`src/rtl/td4_prog_ctrl.sv`:
```
// TD4 program loader/controller: streams a 16-byte program into local memory, holds the CPU in reset, then serves fetches.
// Optional TD4_PROG_CTRL_CNT_EN adds exec_cnt, a saturating count of RUN cycles.
module td4_prog_ctrl #(
  parameter int unsigned RST_CYCLES = 2,
  parameter logic [3:0]  HALT_ADR   = 4'b1111
) (
  input  logic       clk,
  input  logic       reset,
  input  logic       start,
  input  logic       wr_valid,
  output logic       wr_ready,
  input  logic [7:0] wr_data,
  output logic       cpu_reset,
  input  logic [3:0] cpu_adr,
  output logic [7:0] cpu_instr,
  output logic       busy,
  output logic       done
`ifdef TD4_PROG_CTRL_CNT_EN
  ,
  output logic [7:0] exec_cnt
`endif
);

  localparam int unsigned ADR_W  = 4;
  localparam int unsigned DATA_W = 8;
  localparam int unsigned DEPTH  = 16;
  localparam int unsigned HOLD_W = 4;

  typedef enum logic [2:0] {
    S_IDLE,
    S_LOAD,
    S_HOLD,
    S_RUN,
    S_HALT
  } state_e;

  state_e              state_q, state_d;
  logic [ADR_W-1:0]    ptr_q, ptr_d;
  logic [HOLD_W-1:0]   hold_q, hold_d;
  logic                wr_en;
  logic [DATA_W-1:0]   mem_q [DEPTH];

  // State register
  always_ff @(posedge clk or posedge reset) begin
    if (reset) begin
      state_q <= S_IDLE;
    end else begin
      state_q <= state_d;
    end
  end

  // Next-state, write pointer and hold counter
  always_comb begin
    state_d = state_q;
    ptr_d   = ptr_q;
    hold_d  = hold_q;
    wr_en   = 1'b0;
    unique case (state_q)
      S_IDLE: begin
        if (start) begin
          state_d = S_LOAD;
          ptr_d   = '0;
        end
      end
      S_LOAD: begin
        if (wr_valid) begin
          wr_en = 1'b1;
          ptr_d = ptr_q + ADR_W'(1);
          if (ptr_q == ADR_W'(DEPTH - 1)) begin
            state_d = S_HOLD;
            hold_d  = '0;
          end
        end
      end
      S_HOLD: begin
        if (hold_q == HOLD_W'(RST_CYCLES - 1)) begin
          state_d = S_RUN;
        end else begin
          hold_d = hold_q + HOLD_W'(1);
        end
      end
      S_RUN: begin
        // A reload request outranks reaching the halt address
        if (start) begin
          state_d = S_LOAD;
          ptr_d   = '0;
        end else if (cpu_adr == HALT_ADR) begin
          state_d = S_HALT;
        end
      end
      S_HALT: begin
        if (start) begin
          state_d = S_LOAD;
          ptr_d   = '0;
        end
      end
      default: state_d = S_IDLE;
    endcase
  end

  // Output decode; cpu_instr is a zero-latency memory read while running
  always_comb begin
    wr_ready  = 1'b0;
    cpu_reset = 1'b1;
    busy      = 1'b0;
    done      = 1'b0;
    cpu_instr = '0;
    unique case (state_q)
      S_LOAD: begin
        wr_ready = 1'b1;
        busy     = 1'b1;
      end
      S_HOLD: busy = 1'b1;
      S_RUN: begin
        cpu_reset = 1'b0;
        busy      = 1'b1;
        cpu_instr = mem_q[cpu_adr];
      end
      S_HALT: begin
        cpu_reset = 1'b0;
        done      = 1'b1;
        cpu_instr = {4'b1111, HALT_ADR};
      end
      default: ;
    endcase
  end

  always_ff @(posedge clk or posedge reset) begin
    if (reset) begin
      ptr_q  <= '0;
      hold_q <= '0;
    end else begin
      ptr_q  <= ptr_d;
      hold_q <= hold_d;
    end
  end

  // Program memory; cleared on reset so a partial load never survives
  always_ff @(posedge clk or posedge reset) begin
    if (reset) begin
      for (int i = 0; i < int'(DEPTH); i++) begin
        mem_q[i] <= '0;
      end
    end else if (wr_en) begin
      mem_q[ptr_q] <= wr_data;
    end
  end

`ifdef TD4_PROG_CTRL_CNT_EN
  logic [7:0] cnt_q, cnt_d;

  // Restart on RUN entry, count RUN cycles, saturate, hold elsewhere
  always_comb begin
    cnt_d = cnt_q;
    if ((state_d == S_RUN) && (state_q != S_RUN)) begin
      cnt_d = '0;
    end else if ((state_q == S_RUN) && (cnt_q != 8'hFF)) begin
      cnt_d = cnt_q + 8'(1);
    end
  end

  always_ff @(posedge clk or posedge reset) begin
    if (reset) begin
      cnt_q <= '0;
    end else begin
      cnt_q <= cnt_d;
    end
  end

  assign exec_cnt = cnt_q;
`endif

endmodule

```
`config.mk`:
```
export PLATFORM = sky130hd
export DESIGN_NAME = td4_prog_ctrl
export DESIGN_NICKNAME = d
export VERILOG_FILES = /design/src/rtl/td4_prog_ctrl.sv
export SDC_FILE = /design/constraint.sdc
export NUM_CORES = 1
export LEC_CHECK = 0
export ABC_AREA = 1
export CAP_MARGIN = 20
export CELL_PAD_IN_SITES_DETAIL_PLACEMENT = 1
export CELL_PAD_IN_SITES_GLOBAL_PLACEMENT = 1
export CORE_ASPECT_RATIO = 0.6
export CORE_MARGIN = 2
export CORE_UTILIZATION = 30
export CTS_BUF_LIST = sky130_fd_sc_hd__clkbuf_16
export DETAILED_ROUTE_END_ITERATION = 8
export PLACE_DENSITY = 0.54
export REMOVE_ABC_BUFFERS = 1
export SYNTH_ARGS = -nofsm -noshare
export SYNTH_HDL_FRONTEND = slang
export SYNTH_SLANG_ARGS = --single-unit
```
`constraint.sdc`:
```
create_clock -name clk -period 4.9 [get_ports clk]
set_clock_uncertainty 0.1 [all_clocks]
set_input_delay 0.98 -clock clk [delete_from_list [all_inputs] [get_ports clk]]
set_output_delay 0.98 -clock clk [all_outputs]
set_load 0.03 [all_outputs]
```
==> metrics.yaml, run 1 <==
routing:
  initialDrtViolationCount: 355
  drc: 0
  firstDrtPassIters: 4
  routed_wl_um: 21600
  routedWlPerCell_um: 18.6
  vias: 5704
  antenna_left: 0
  vias_per_cell: 4.90
global_route:
  overflow: 0
  grt_usage_pct: 19.5
  grt_start_max_net_pins: 75
  antenna_found_initial: 0
  grt_pass1_wl_um: 34600
  grt_pass1_vias: 5905
floorplan:
  die-area_um2: 24000
  core_um2: 22200
  io_pins: 28
  start_util_pct: 30.8
  dieHeight_um: 121
  die_w_um: 199
  rows: 42
logic_synthesis:
  yosysMostFrequentCell: "nand2_1"
  netlist_top_cells_count: "nand2_1, dfrtp_1, o21ai_0"
  synth-main-ff-cell: "dfrtp_1"
  avgSynthCellArea_um2: 8.14
  synth_xor_area_share_pct: 0.385
  synth_compound_area_share_pct: 11.7
  synth_top_area_cell: "dfrtp_1"
  synth-edff-count: 0
  seq_area_frac_synth_pct: 51.0
  synth_warnings: 0
  synth-simple-area-share_pct: 29.5
  netlist_area_um2: 6820
  synth-seq-cells: 139
  ys_top_cells_by_area: "dfrtp_1, nand2_1, o21ai_0"
  synthAdderAreaFrac_pct: 1.10
  yosysUniqueCellTypes: 28
  muxShareOfSynthArea_pct: 0
  synth_top_area_share_pct: 51.0
  synth_top_family_by_area: "simple AND/OR/NAND/NOR gates"
  async_flop_share_pct: 100
  synthCells: 838
clocking:
  post_cts_buffers: 0
  cts.clk_slew.worst_paths_ns: 0.06
  clockBufferDepth: 2
  cts_resized: 0
  h-tree-depth: 4
  clk_latency_ns: 0.43
  cts_sinks: 139
  tritoncts: "built"
  root_buffer: "clkbuf_16"
  cts_buffers: 17
  cts_hold_buf: 0
sta:
  hold_viol: 0
  fin_crit_sh_pct: 84.1
  min_period_ns: 4.12
  relSlewSlack_pct: 45.0
  setup_viol: 0
  tightest_slew_ns: 0.825
  drv_slew: 0
  tns_ns: 0
  rsz0062_at_grt: "false"
  fmax_mhz: 243
place:
  gp_congestion: 0.806
  postPlaceCellArea_um2: 7210
  dp_hpwl_um: 14700
  port_buffers: 27
  dp.cells: 1131
critical_path:
  cp_top_family: "simple AND/OR/NAND/NOR gates"
  critPathLaunchType: "input pin"
  crit_path_max_fanout: 16
  cpPeakStageDelay_ns: 0.55
  worstReg2RegEnd: "mem_q[92]"
  worstRegToRegCells: 5
  worstPathCellList: "clkdlybuf4s50_1 > buf_4 > nor2_2 > nand2_1 > nand2_1 > nor2_1 > nand2_1 > nand3_1 > nand2_1 > buf_4"
  r2r_slack_ns: 2.32
  cp_slowest_cell: "clkdlybuf4s50_1"
  cp.arrival_ns: 3.04
  worstPathRequired_ns: 3.82
  rr_startpoint: "state_q[2]"
  cp_common_cell: "nand2_1"
  cp.buffers_inverters: 3
  critPathKind: "input pin to output pin"
  crit_path_end_kind: "output pin"
finish:
  drive_gt1_share_pct: 7.72
  layout.nets: 864
  instances_no_fill: 1164
  area_delta_synth_final_pct: 13.5
  fin_area_um2: 7740
power_and_ir_drop:
  leakage_nw: 3.53
  fin_total_pwr_mw: 3.73
  powerDensity_nw_per_um2: 481
  vdd_ir_drop_max_mv: 0.247
min_path:
  min-delay-start: "mem_q[60]"
  min_path_cells: 2
  worstHoldPathType: "flop to flop"
  hold_end: "mem_q[60]"
status:
  status: "finished, final reports clean"
run:
  maxCapViolCount: 0
==> stage by stage <==
step                setup slack (ns)  utilization, %  hold WS, ns
floorplan                     0.0955               -        0.353
global placement               0.845            32.5        0.366
global route                   0.603            34.9        0.413
CTS                            0.798            34.9        0.388
finish                         0.780            34.9        0.382
detailed placement             0.803            32.5        0.373
==> tightest hold or removal path, delay by kind of cell (launching register included) <==
family	cells	cell delay, ns
DFF	1	0.34
and+or+nand+nor	1	0.05
AOI/OAI and AO/OA	1	0.06
==> logic make-up (layout without fill, tap and decap cells) <==
kind of cell / count (synthesis) / after routing
other cells: 0 / 1
flops: 139 / 139
simple gates: 451 / 451
xor+xnor: 3 / 3
compound gates: 159 / 159
buf+inv: 80 / 97
fa+ha+maj: 6 / 6
==> layout make-up <==
| type | count | area, um2 |
|---|---|---|
| Tap cell | 308 | 385 |
| Timing Repair Buffer | 33 | 303 |
| Fill cell | 2682 | 14400 |
| Clock inverter | 15 | 109 |
| Sequential cell | 139 | 3480 |
| Multi-Input combinational cell | 619 | 2920 |
| Inverter | 32 | 125 |
| Antenna cell | 1 | 2.50 |
| Clock buffer | 17 | 425 |
==> power breakdown <==
part	total, mW	switching [mW]	leakage [nW]	internal, mW
clock network	1.20	0.511	0.254	0.685
logic	0.946	0.634	1.39	0.312
registers	1.59	0.176	1.89	1.41
total	3.73	1.32	3.53	2.41
==> how the worst max path moves through the flow <==
| stage | startpoint | to | cells past startpoint |
|---|---|---|---|
| 3_5_place_dp | cpu_adr[1] | cpu_instr[2] | 9 |
| 4_1_cts | cpu_adr[1] | cpu_instr[2] | 9 |
| 5_1_grt | cpu_adr[1] | cpu_instr[7] | 10 |
| 6_report | cpu_adr[1] | cpu_instr[2] | 10 |
| 2_1_floorplan | reset | hold_q[0] | 1 |
| 3_3_place_gp | cpu_adr[1] | cpu_instr[2] | 9 |
==> sequential cells by signal, summed over array words and instances (netlist names) <==
signal	cells
state_q	3
ptr_q	4
hold_q	4
mem_q	128
==> placed cells by master, fill, tap and decap left out, drive strengths merged, types with 4 or more instances in the layout <==
master,instances
nand2,334
dfrtp,139
o21ai,137
nand3,86
inv,30
nor2,23
a21oi,19
clkdlybuf4s50,18
clkbuf,17
buf,15
clkinv,12
nand4,8
ha,6
clkinvlp,4
==> layer usage <==
metal	GRT usage (%)	vias to the layer above	share of wire, %
li1	-	2737	-
met4	4.62	0	0.83
met3	4.10	15	5.0
met5	0	-	0
met2	29.2	83	44
met1	28.6	2869	50
(Power assumes the default switching activity.)
==> inputs of run 2 (changes only) <==
==> constraint.sdc (replaced) <==
create_clock -name clk -period 3.56 [get_ports clk]
set_clock_uncertainty 0.1 [all_clocks]
set_input_delay 0.712 -clock clk [delete_from_list [all_inputs] [get_ports clk]]
set_output_delay 0.712 -clock clk [all_outputs]
set_load 0.03 [all_outputs]
==> run 2 against run 1 <==
  * First-iteration DRC count decreased by 16%
  * Worst hold slack improved by 0.0032 ns
  * Sequential power increased by 38%
  * Non-clock buffer count increased by 12
  * Sequential cell count unchanged
  * Core utilization increased by 0.59 points
  * Largest cell class unchanged
  * Highest routed layer unchanged
==> metrics.yaml, run 2 (synthesis results as in run 1) <==
finish:
  reg_top3: "mem_q x128, hold_q x4, ptr_q x4"
  drive_gt1_share_pct: 9.12
  max_flop_register: "mem_q"
  layout.nets: 876
  n_antenna_cell: 0
  largest_reg_flops: 128
  layout_commonest_cell: "nand2_1"
  instances_no_fill: 1174
  final_cell_mix: "nand2_1, dfrtp_1, o21ai_0"
  fin_area_um2: 7880
  area_delta_synth_final_pct: 15.4
global_route:
  grt_start_max_net_pins: 66
  overflow: 0
  grt_pass1_vias: 6033
  grt_usage_pct: 20.5
  grt_pass1_wl_um: 36100
  antenna_found_initial: 0
critical_path:
  crit_path_max_fanout: 16
  worst-path-stages: 8
  worstReg2RegEnd: "hold_q[0]"
  cp_slowest_cell: "clkdlybuf4s50_1"
  cp_top_family: "buffers and inverters"
  worstRegToRegCells: 6
  worstPathCellList: "clkdlybuf4s50_1 > inv_1 > nand3_1 > nand3_1 > nand3_1 > nand3_1 > nand2_1 > buf_4"
  crit_path_end_kind: "output pin"
  cp.arrival_ns: 2.57
  cpPeakStageDelay_ns: 0.50
  rr_startpoint: "ptr_q[3]"
  cp.buffers_inverters: 3
  cp_common_cell: "nand3_1"
  r2r_slack_ns: 1.54
  critPathKind: "input pin to output pin"
  critPathLaunchType: "input pin"
  worstPathRequired_ns: 2.75
clocking:
  tritoncts: "built"
  root_buffer: "clkbuf_16"
  h-tree-depth: 4
  clockBufferDepth: 2
  cts.clk_slew.worst_paths_ns: 0.06
  post_cts_buffers: 0
  clk_latency_ns: 0.43
  cts_sinks: 139
  cts_buffers: 17
sta:
  whs_ns: 0.385
  fmax_mhz: 296
  hold_viol: 0
  tightest_slew_ns: 0.808
  fin_crit_sh_pct: 95.0
  setup_viol: 0
  drv_slew: 0
  min_period_ns: 3.38
  relSlewSlack_pct: 46.1
  tns_ns: 0
  rsz0062_at_grt: "false"
routing:
  drc: 0
  initialDrtViolationCount: 298
  vias_per_cell: 4.89
  firstDrtPassIters: 5
  routed_wl_um: 22600
  antenna_left: 0
  vias: 5744
  routedWlPerCell_um: 19.3
power_and_ir_drop:
  powerDensity_nw_per_um2: 659
  leakage_nw: 3.60
  vdd_ir_drop_max_mv: 0.301
floorplan:
  die_w_um: 199
  die-area_um2: 24000
  rows: 42
  dieHeight_um: 121
  io_pins: 28
  core_um2: 22200
  start_util_pct: 30.8
status:
  status: "finished, final reports clean"
min_path:
  hold_end: "mem_q[57]"
  min_path_cells: 2
  min-delay-start: "mem_q[57]"
  worstHoldPathType: "flop to flop"
run:
  maxCapViolCount: 0
place:
  dp.cells: 1143
  port_buffers: 27
  dp_hpwl_um: 15900
  gp_congestion: 0.856
  postPlaceCellArea_um2: 7340
-- run 2: changes by cell type in the layout (fill, tap and decap cells not counted), sizes merged --
cell,delta
buf,+12
clkinv,-2
diode,-1
clkinvlp,+1
-- run 2: timing repair --
action,CTS,global route
setup endpoints to repair,0,4
hold buffers,0,0
hold endpoints to repair,0,0
gates resized for setup,0,2
-- run 2: stage by stage --
step,util (%),power (mW),setup WS [ns]
2_1_floorplan,-,3.04,-0.977
3_3_place_gp,33.1,3.51,-0.00212
3_5_place_dp,33.1,3.57,0.0352
4_1_cts,35.5,5.26,0.0313
5_1_grt,35.5,5.55,0.0588
6_report,35.5,5.19,0.177
-- run 2: power breakdown --
part / switching (mW) / total, mW / internal (mW)
clock: 0.715 / 1.66 / 0.941
combinational: 0.904 / 1.35 / 0.447
sequential: 0.246 / 2.19 / 1.94
total: 1.86 / 5.19 / 3.33
-- run 2: area by class of cell --
| class | count | area [um2] |
|---|---|---|
| clock inverter | 14 | 108 |
| inverter | 32 | 125 |
| timing repair buffer | 45 | 430 |
| fill | 2643 | 14300 |
| clock buffer | 17 | 425 |
| multi-input combinational | 619 | 2920 |
| sequential | 139 | 3480 |
| tap | 308 | 385 |
-- run 2: worst reg2reg max path, stage by stage (launching register included) --
cell and delay, ns:
dfrtp_1 0.86, nand2_1 0.12, nor2_1 0.18, nand2_2 0.27, nand2_2 0.23, nand3_1 0.08, o21ai_0 0.10
-- run 2: metal layers --
metal	vias up	part of all wire (%)	GRT usage [%]
li1	2762	-	-
met4	0	1.5	6.16
met2	71	43	29.6
met3	21	3.9	4.80
met1	2890	52	30.2
met5	-	0	0
-- run 2: worst max-delay path by stage --
stage                     startpoint            to  slack [ns]
after floorplan                reset     hold_q[0]       -0.98
after global placement    cpu_adr[1]  cpu_instr[2]      -0.002
after detailed placement  cpu_adr[1]  cpu_instr[2]        0.04
after CTS                 cpu_adr[1]  cpu_instr[2]        0.03
after global routing      cpu_adr[1]  cpu_instr[7]        0.06
final                     cpu_adr[1]  cpu_instr[7]        0.18
==> inputs of run 3 (changes only) <==
--- a/config.mk
+++ b/config.mk
@@ -14,8 +14,9 @@
 export CORE_UTILIZATION = 30
 export CTS_BUF_LIST = sky130_fd_sc_hd__clkbuf_16
 export DETAILED_ROUTE_END_ITERATION = 8
-export PLACE_DENSITY = 0.54
+export PLACE_DENSITY = 0.52
 export REMOVE_ABC_BUFFERS = 1
+export SETUP_SLACK_MARGIN = 0.4
 export SYNTH_ARGS = -nofsm -noshare
 export SYNTH_HDL_FRONTEND = slang
 export SYNTH_SLANG_ARGS = --single-unit
==> constraint.sdc (replaced) <==
create_clock -name clk -period 3.7 [get_ports clk]
set_clock_uncertainty 0.1 [all_clocks]
set_input_delay 0.74 -clock clk [delete_from_list [all_inputs] [get_ports clk]]
set_output_delay 0.74 -clock clk [all_outputs]
set_load 0.03 [all_outputs]
==> run 3 against run 2 <==
  * Worst hold slack lost 0.00055 ns
  * Sequential power shrank 4%
  * Die area is the same
  * Final cell count is essentially flat
  * Via count grew 1.2%
  * Critical path type unchanged
  * Largest power group unchanged
  * Highest routed layer unchanged
==> metrics.yaml, run 3 (synthesis results as in run 1) <==
clocking:
  h-tree-depth: 4
  cts.clk_slew.worst_paths_ns: 0.06
  root_buffer: "clkbuf_16"
  tritoncts: "built"
  cts_sinks: 139
  clockBufferDepth: 2
  cts_buffers: 17
  clk_latency_ns: 0.43
  cts_hold_buf: 0
sta:
  setup_viol: 0
  rsz0062_at_grt: "true"
  fmax_mhz: 305
  whs_ns: 0.384
  fin_crit_sh_pct: 88.6
  tightest_slew_ns: 0.762
  drv_slew: 0
  relSlewSlack_pct: 49.1
  min_period_ns: 3.28
  hold_viol: 0
finish:
  reg_top3: "mem_q x128, hold_q x4, ptr_q x4"
  area_delta_synth_final_pct: 16.6
  drive_gt1_share_pct: 9.36
  n_antenna_cell: 0
  fill_cells: 2610
  instances_no_fill: 1173
  final_cell_mix: "nand2_1, dfrtp_1, o21ai_0"
  layout.nets: 874
  layout_commonest_cell: "nand2_1"
  regArea_um2: 3480
  largest_reg_flops: 128
  multi_input_area_um2: 2930
  finish.utilization_pct: 35.9
  max_flop_register: "mem_q"
critical_path:
  critPathKind: "input pin to output pin"
  cp.arrival_ns: 2.44
  cpPeakStageDelay_ns: 0.50
  worstPathCellList: "clkdlybuf4s50_1 > inv_2 > buf_4 > nand3_1 > nand3_1 > nand3_1 > nand2_1 > buf_4"
  cp_slowest_cell: "clkdlybuf4s50_1"
  crit_path_end_kind: "output pin"
  worstRegToRegCells: 6
  cp_common_cell: "nand3_1"
  critPathLaunchType: "input pin"
  crit_path_max_fanout: 16
  worstPathRequired_ns: 2.86
place:
  port_buffers: 27
  gp_congestion: 0.759
  dp.cells: 1140
  dp_hpwl_um: 15500
floorplan:
  rows: 42
  dieHeight_um: 121
  die-area_um2: 24000
  io_pins: 28
  die_w_um: 199
  core_um2: 22200
  start_util_pct: 30.8
global_route:
  grt_start_max_net_pins: 66
  grt_pass1_wl_um: 36400
  grt_usage_pct: 20.7
  overflow: 0
  grt_pass1_vias: 6122
  antenna_found_initial: 0
run:
  maxCapViolCount: 0
min_path:
  worstHoldPathType: "flop to flop"
  min_path_cells: 2
routing:
  routedWlPerCell_um: 19.7
  vias_per_cell: 4.95
  antenna_left: 0
  vias: 5811
  initialDrtViolationCount: 298
  drc: 0
  firstDrtPassIters: 4
  routed_wl_um: 23100
power_and_ir_drop:
  powerDensity_nw_per_um2: 653
  vdd_ir_drop_max_mv: 0.297
  leakage_nw: 3.65
status:
  status: "finished, final reports clean"
## run 3: final timing paths
check | end | slack, ns | start
max in group asynchronous | mem_q[31] | 2.13 | reset
hold reg to reg | mem_q[80] | 0.38 | mem_q[80]
min in group asynchronous | mem_q[104] | 0.69 | reset
setup reg to reg | hold_q[0] | 1.65 | ptr_q[3]
hold / removal | mem_q[80] | 0.38 | mem_q[80]
setup / recovery | cpu_instr[4] | 0.42 | cpu_adr[2]
## run 3: cell type report
| type | instances | share of cell area (%) |
|---|---|---|
| clock buffers | 17 | 5.35 |
| clock inverters | 15 | 2.28 |
| inverters | 32 | 1.63 |
| multi-input cells | 619 | 36.8 |
| flip-flops and latches | 139 | 43.7 |
| well taps | 308 | 4.84 |
| repair buffers | 43 | 5.35 |
## run 3: critical path, delay by kind of cell
family                 cells  cell delay (ns)
and+or+nand+nor            4             0.63
buffers and inverters      4             1.05
## run 3: power breakdown
group	internal (mW)	switching (mW)	leakage [nW]
registers	1.87	0.231	1.89
logic	0.431	0.865	1.47
clock network	1.11	0.689	0.292
## run 3: repair_timing
item | CTS | global route
endpoints found under the setup margin | 8 | 9
buffers inserted | 0 | 1
gates resized for setup | 5 | 5
pin swaps | 0 | 1
## run 3: routing by layer
layer,global-route usage (%),part of all wire [%]
met1,29.7,51
met2,31.8,44
met3,3.96,3.2
met4,5.64,1.3
met5,0,0
## run 3: through the flow
step	setup TNS (ns)	power [mW]	worst slack (ns)	cell area (um2)
finish	0	5.20	0.422	7960
floorplan	-120.17	2.93	-0.865	6520
global route	0	5.53	0.335	7960
global placement	0	3.35	0.160	7310
CTS	0	5.26	0.411	7930
detailed placement	0	3.43	0.0461	7310
